--- src/rtl/axis_step_sequencer_pkg.sv ---
// Shared types and default constants for the step/dir axis sequencer.
package step_seq_pkg;

    typedef enum logic [2:0] {
        S_IDLE,
        S_SETUP,
        S_HIGH,
        S_LOW,
        S_JOG
    } state_t;

    localparam int DEF_CNT_W    = 20;
    localparam int DEF_STEPS_W  = 16;
    localparam int DEF_JOG_HALF = 40000;

endpackage

--- src/rtl/axis_step_sequencer_sync2.sv ---
// Two-flop synchroniser for asynchronous level inputs (used for endstops).
module sync2 #(
    parameter int WIDTH = 1
) (
    input  logic             clk,
    input  logic             rst_n,
    input  logic [WIDTH-1:0] d,
    output logic [WIDTH-1:0] q
);

    logic [WIDTH-1:0] r_meta;
    logic [WIDTH-1:0] r_sync;

    always_ff @(posedge clk or negedge rst_n) begin
        if (!rst_n) begin
            r_meta <= '0;
            r_sync <= '0;
        end else begin
            r_meta <= d;
            r_sync <= r_meta;
        end
    end

    assign q = r_sync;

endmodule

--- src/rtl/axis_step_sequencer.sv ---
// Multi-axis step/dir pulse sequencer with segment commands and manual jog.
// Optional endstop handling is enabled by defining AXIS_STEP_SEQUENCER_ENDSTOP_EN.
module axis_step_sequencer
    import step_seq_pkg::*;
#(
    parameter int N_AXES    = 3,
    parameter int CNT_W     = DEF_CNT_W,
    parameter int STEPS_W   = DEF_STEPS_W,
    parameter int DIR_SETUP = 16,
    parameter int JOG_HALF  = DEF_JOG_HALF
) (
    input  logic               clk,
    input  logic               rst_n,
    input  logic               seq_mode,
    input  logic               cmd_valid,
    output logic               cmd_ready,
    input  logic [N_AXES-1:0]  cmd_en,
    input  logic [N_AXES-1:0]  cmd_dir,
    input  logic [STEPS_W-1:0] cmd_steps,
    input  logic [CNT_W-1:0]   cmd_half,
    input  logic [N_AXES-1:0]  jog_en,
    input  logic [N_AXES-1:0]  jog_dir,
    output logic [N_AXES-1:0]  step,
    output logic [N_AXES-1:0]  dir,
    output logic               busy,
    output logic               done
`ifdef AXIS_STEP_SEQUENCER_ENDSTOP_EN
    ,
    input  logic [N_AXES-1:0]  endstop,
    output logic               fault
`endif
);

    localparam logic [CNT_W-1:0] SETUP_LAST = CNT_W'((DIR_SETUP > 0) ? DIR_SETUP - 1 : 0);
    localparam logic [CNT_W-1:0] JOG_LAST   = CNT_W'(JOG_HALF - 1);

    state_t             r_state, w_state_nxt;
    logic [CNT_W-1:0]   r_timer, w_timer_nxt;
    logic [STEPS_W-1:0] r_count, w_count_nxt;
    logic [STEPS_W-1:0] r_steps;
    logic [CNT_W-1:0]   r_half;
    logic [N_AXES-1:0]  r_en;
    logic [N_AXES-1:0]  r_step, w_step_nxt;
    logic [N_AXES-1:0]  r_dir, w_dir_nxt;
    logic               r_done, w_done_nxt;
    logic               r_jog_high, w_jog_high_nxt;
    logic               w_accept;
    logic               w_half_last;
    logic [STEPS_W-1:0] w_count_inc;

    assign cmd_ready   = rst_n && (r_state == S_IDLE) && seq_mode;
    assign w_half_last = (r_timer == (r_half - CNT_W'(1)));
    assign w_count_inc = r_count + STEPS_W'(1);

`ifdef AXIS_STEP_SEQUENCER_ENDSTOP_EN
    logic [N_AXES-1:0] w_endstop_sync;
    logic [N_AXES-1:0] w_axis_en;
    logic              w_es_hit;
    logic              r_fault;

    sync2 #(.WIDTH(N_AXES)) u_endstop_sync (
        .clk   (clk),
        .rst_n (rst_n),
        .d     (endstop),
        .q     (w_endstop_sync)
    );

    // Only axes that are moving toward the switch (dir == 0) may trip it.
    assign w_axis_en = (r_state == S_JOG) ? jog_en : r_en;
    assign w_es_hit  = |(w_endstop_sync & w_axis_en & ~r_dir);
    assign fault     = r_fault;
`endif

    // NOTE: every signal gets a default before the case so no path leaves it unassigned (no latches).
    always_comb begin
        w_state_nxt    = r_state;
        w_timer_nxt    = r_timer + CNT_W'(1);
        w_count_nxt    = r_count;
        w_step_nxt     = '0;
        w_dir_nxt      = r_dir;
        w_done_nxt     = 1'b0;
        w_jog_high_nxt = r_jog_high;
        w_accept       = 1'b0;

        case (r_state)
            S_IDLE: begin
                w_timer_nxt = '0;
                w_count_nxt = '0;
                if (cmd_valid && cmd_ready) begin
                    w_accept  = 1'b1;
                    w_dir_nxt = cmd_dir;
                    if (cmd_steps == '0) begin
                        w_done_nxt = 1'b1;
                    end else if (DIR_SETUP == 0) begin
                        w_state_nxt = S_HIGH;
                        w_step_nxt  = cmd_en;
                    end else begin
                        w_state_nxt = S_SETUP;
                    end
                end else if (!seq_mode && (|jog_en)) begin
                    w_state_nxt    = S_JOG;
                    w_jog_high_nxt = 1'b1;
                    w_step_nxt     = jog_en;
                    w_dir_nxt      = jog_dir;
                end
            end
            S_SETUP: begin
                if (r_timer == SETUP_LAST) begin
                    w_state_nxt = S_HIGH;
                    w_timer_nxt = '0;
                    w_step_nxt  = r_en;
                end
            end
            S_HIGH: begin
                if (w_half_last) begin
                    w_state_nxt = S_LOW;
                    w_timer_nxt = '0;
                end else begin
                    w_step_nxt = r_en;
                end
            end
            S_LOW: begin
                if (w_half_last) begin
                    w_timer_nxt = '0;
                    if (w_count_inc == r_steps) begin
                        w_state_nxt = S_IDLE;
                        w_count_nxt = '0;
                        w_done_nxt  = 1'b1;
                    end else begin
                        w_state_nxt = S_HIGH;
                        w_count_nxt = w_count_inc;
                        w_step_nxt  = r_en;
                    end
                end
            end
            S_JOG: begin
                if (seq_mode || !(|jog_en)) begin
                    w_state_nxt = S_IDLE;
                    w_timer_nxt = '0;
                    w_dir_nxt   = '0;
                end else begin
                    w_dir_nxt = jog_dir;
                    if (r_timer == JOG_LAST) begin
                        w_timer_nxt    = '0;
                        w_jog_high_nxt = !r_jog_high;
                    end
                    w_step_nxt = jog_en & {N_AXES{w_jog_high_nxt}};
                end
            end
            default: begin
                w_state_nxt = S_IDLE;
                w_timer_nxt = '0;
                w_count_nxt = '0;
            end
        endcase

`ifdef AXIS_STEP_SEQUENCER_ENDSTOP_EN
        if ((r_state != S_IDLE) && w_es_hit) begin
            w_state_nxt = S_IDLE;
            w_timer_nxt = '0;
            w_count_nxt = '0;
            w_step_nxt  = '0;
            w_done_nxt  = (r_state != S_JOG);
        end
`endif
    end

    // NOTE: state is updated only with non-blocking assignments so all flops see pre-edge values.
    always_ff @(posedge clk or negedge rst_n) begin
        if (!rst_n) begin
            r_state    <= S_IDLE;
            r_timer    <= '0;
            r_count    <= '0;
            r_steps    <= '0;
            r_half     <= '0;
            r_en       <= '0;
            r_step     <= '0;
            r_dir      <= '0;
            r_done     <= 1'b0;
            r_jog_high <= 1'b0;
        end else begin
            r_state    <= w_state_nxt;
            r_timer    <= w_timer_nxt;
            r_count    <= w_count_nxt;
            r_step     <= w_step_nxt;
            r_dir      <= w_dir_nxt;
            r_done     <= w_done_nxt;
            r_jog_high <= w_jog_high_nxt;
            if (w_accept) begin
                r_en    <= cmd_en;
                r_steps <= cmd_steps;
                r_half  <= (cmd_half == '0) ? CNT_W'(1) : cmd_half;
            end
        end
    end

`ifdef AXIS_STEP_SEQUENCER_ENDSTOP_EN
    always_ff @(posedge clk or negedge rst_n) begin
        if (!rst_n) begin
            r_fault <= 1'b0;
        end else if (w_accept) begin
            r_fault <= 1'b0;
        end else if ((r_state != S_IDLE) && w_es_hit) begin
            r_fault <= 1'b1;
        end
    end
`endif

    assign step = r_step;
    assign dir  = r_dir;
    assign busy = (r_state != S_IDLE);
    assign done = r_done;

endmodule

--- config.mk ---
export PLATFORM = sky130hd
export DESIGN_NAME = axis_step_sequencer
export DESIGN_NICKNAME = d
export VERILOG_FILES = /design/src/rtl/axis_step_sequencer_pkg.sv /design/src/rtl/axis_step_sequencer_sync2.sv /design/src/rtl/axis_step_sequencer.sv
export SDC_FILE = /design/constraint.sdc
export NUM_CORES = 1
export LEC_CHECK = 0
export ABC_AREA = 1
export BUFFER_PORTS_ARGS = -buffer_cell sky130_fd_sc_hd__buf_2
export CAP_MARGIN = 20
export CORE_MARGIN = 3
export CORE_UTILIZATION = 64
export DETAILED_ROUTE_END_ITERATION = 16
export GPL_TIMING_DRIVEN = 0
export PLACE_DENSITY = 0.86
export SYNTH_ARGS = -nofsm -noshare
export SYNTH_HDL_FRONTEND = slang
export SYNTH_SLANG_ARGS = --single-unit
export TNS_END_PERCENT = 30
--- constraint.sdc ---
create_clock -name clk -period 3.61 [get_ports clk]
set_input_delay 0.5415 -clock clk [delete_from_list [all_inputs] [get_ports clk]]
set_output_delay 0.5415 -clock clk [all_outputs]
set_load 0.05 [all_outputs]
==> results by group <==
Outcome
  – Status: finished, final reports clean

Logic synthesis
  – Share of the synthesized area in the top cell type: 37.6%
  – Async SR Flop Fraction: 100%
  – Top post-synthesis cells by area: dfrtp_1 (38%), nand2_1 (18%), inv_1 (7.7%), nor2_1 (6.2%), nand3_1 (4.6%)
  – Synth Register Bits: 86
  – Netlist Area Pre-Place: 0.00573 mm²
  – Library cells used by synthesis: 39
  – Post-synthesis sequential area ratio: 37.6%
  – Cells after Synth: 842
  – Largest area contributor in the netlist: dfrtp_1
  – Number of enable flip-flop cells after synthesis: 0
  – Yosys warns: 0
  – Syn avg cell area: roughly 6.8 µm²
  – Syn Nets: approximately 900
  – Synth Flop Type: dfrtp_1

Global route
  – GRT Total Usage: 30.0%
  – Vias in the first global route: roughly 5600
  – Global-route wire length before repair: 24400 µm
  – Total congestion overflow: 0
  – Pin count of the biggest net entering global routing: 47
  – Initial antenna violation count: 0

CTS
  – TritonCTS clock tree: done
  – Insertion delay to the later sink of the worst-skew pair: approximately 0.36 ns
  – Hold-fix buffers, CTS: 0
  – Postcts setup bufs: 0
  – Depth of the CTS H-tree: 3
  – Clock buffer count from CTS: 9
  – Post-cts sizing count: 0
  – Clk buf depth: 2
  – Root Driver: clkbuf_8
  – Clock transition at path regs: 0.09 ns
  – Sink Count: 86

Die
  – Chip height: about 100 µm
  – Row Count: 33
  – Core ar.: 0.00846 mm²
  – Starting Density: 67.7%
  – Die area: 0.0101 mm²
  – Ports: 61
  – Die Wd: 101 µm

STA
  – Worst-Margin Slew: 0.649 ns
  – Hold Vio Cnt, Final: 0
  – RSZ-0062 raised after global routing: false
  – Rel. slew slack: 56.8%
  – Setup TNS: 0 ns
  – Period utilization: ~72%
  – Fmax: 384 MHz
  – Slew Viols, Final: 0
  – Final setup violation count: 0
  – Clock Skews: roughly 0.015 ns
  – Crit path time final: 2.60 ns

Finish
  – Fraction of layout cells with a size suffix above 1: between 10% and 20%
  – Diode count: 0
  – Area added between synthesis and finish: 11.7%
  – Most common cell after layout, fill and taps aside: nand2_1
  – Most frequent cells in the layout: nand2_1 (267), inv_1 (117), nor2_1 (95)
  – Nets@finish: around 970
  – Final design instance area without fill: 0.00640 mm²

Critical path
  – Worst r2r path cells: 14
  – Critical Path Fanout Max: 46
  – CP Cell Sequence: buf_4 -> buf_16 -> nand2_1 -> nor2_1 -> nand2_1 -> clkbuf_1 -> inv_1 -> clkbuf_1 -> nand2_1 -> o21ai_0
  – Reg2Reg Setup Slack: 1.06 ns
  – CP Data Arrival Time: 2.87 ns
  – Delay-heaviest family, CP: buffers and inverters
  – Critical setup path kind: in -> reg
  – Max incr delay on CP: 0.45 ns
  – Worst R2R End: r_count[3]
  – Crit path buf inv count: 5
  – Most used cell, CP: nand2_1
  – Slowest CP cell: buf_4
  – Startpoint type of the worst setup path: input pin
  – CP endpoint kind: flop
  – Critical path required time: 3.88 ns
  – R2r startpoint: r_half[0]

Detailed routing
  – Total Wirelength: 14600 µm
  – Antenna Nets Post-Route: 0
  – Wire length per cell: 14.2 µm
  – 1st-iter DRT viols: 385
  – DRC errors left: 0
  – Vias: 5702
  – Via-per-instance ratio: ~5.6
  – TritonRoute pass-1 iters: 7

Power and ir drop
  – Power Density: 619 mW/mm²
  – Max IR drop VDD: 0.359 mV
  – Pleak: 3.19 nW

Place
  – Port Buffer Count: 60
  – Final Wtd Congestion: 0.948
  – HPWL after DPL: 11500 µm
  – Post-DP Area: 0.00619 mm²

Hold path
  – Min-delay worst type: in -> async

Job
  – Maxcap violations: 0
-- logic make-up after synthesis --
logic type                 Yosys count  synth area share, %
and+or+nand+nor                    500                 39.0
buffers and inverters              134                 9.18
AOI/OAI and AO/OA                   90                 9.20
DFF                                 86                 37.6
xor gates and xnor gates            29                 4.44
adders and majority gates            3                0.656
-- metal layers --
| layer | global-route usage, % | wire length, µm | up-vias |
|---|---|---|---|
| li1 | - | - | 2805 |
| met1 | 35.5 | 5850 | 2665 |
| met2 | 53.9 | 7420 | 183 |
| met3 | 4.01 | 731 | 49 |
| met4 | 13.6 | 562 | 0 |
| met5 | 0 | 0 | - |
-- state kept, by name, summed over array words and instances, names as in the netlist --
register and cells:
dir 3, done 1, r_count 16, r_en 3
r_half 20, r_jog_high 1, r_state 3, r_steps 16
r_timer 20, step 3
-- report_power, final --
part	switching, mW	internal [mW]
combinational	1.16	0.583
sequential	0.283	1.23
clock	0.350	0.358
total	1.79	2.17
-- worst max-delay path by stage --
stage                          start  slack, ns         end  cells after the start
after floorplan           r_state[0]       0.81  r_half[16]                      8
after global placement         rst_n      0.002   r_half[7]                      9
after detailed placement       rst_n       0.67  r_half[17]                      9
after CTS                      rst_n       1.04   r_half[7]                     10
after global routing           rst_n       0.78   r_half[6]                      9
final                          rst_n       1.01   r_half[7]                     10
-- synthesized netlist by cell type, types with 2 or more instances --
cell type / n
nor4_1: 7
buf_6: 2
nor2_1: 95
a21oi_1: 14
xnor2_1: 7
ha_1: 3
o21bai_1: 4
nand2_2: 7
nor3_1: 11
nor2_2: 17
nand4_1: 20
o21ai_2: 11
nand3_4: 3
nand3_1: 53
inv_1: 117
nand3b_1: 11
buf_2: 3
nand3_2: 2
xor2_1: 22
clkbuf_1: 9
nand2_1: 267
nor2_4: 4
dfrtp_1: 86
o21ai_0: 52
-- stage by stage --
step	util [%]	instances	power, mW	worst slack, ns	hold slack (ns)
final	75.6	1024	3.96	1.01	0.176
after global routing	75.6	1024	4.26	0.781	0.205
after CTS	75.6	1024	3.95	1.04	0.190
after detailed placement	73.1	1008	3.24	0.669	0.470
after global placement	72.8	1007	3.16	0.00155	0.463
after floorplan	-	842	2.78	0.808	0.246
-- cell type report --
| type | count | area, µm² |
|---|---|---|
| Timing Repair Buffer | 61 | 330 |
| Clock inverter | 5 | 57.6 |
| Buffer | 15 | 78.8 |
| Inverter | 119 | 447 |
| Sequential cell | 86 | 2150 |
| Tap cell | 105 | 131 |
| Multi-Input combinational cell | 622 | 3050 |
| Clock buffer | 11 | 151 |
| Fill cell | 680 | 2070 |
(Power assumes the default switching activity.)
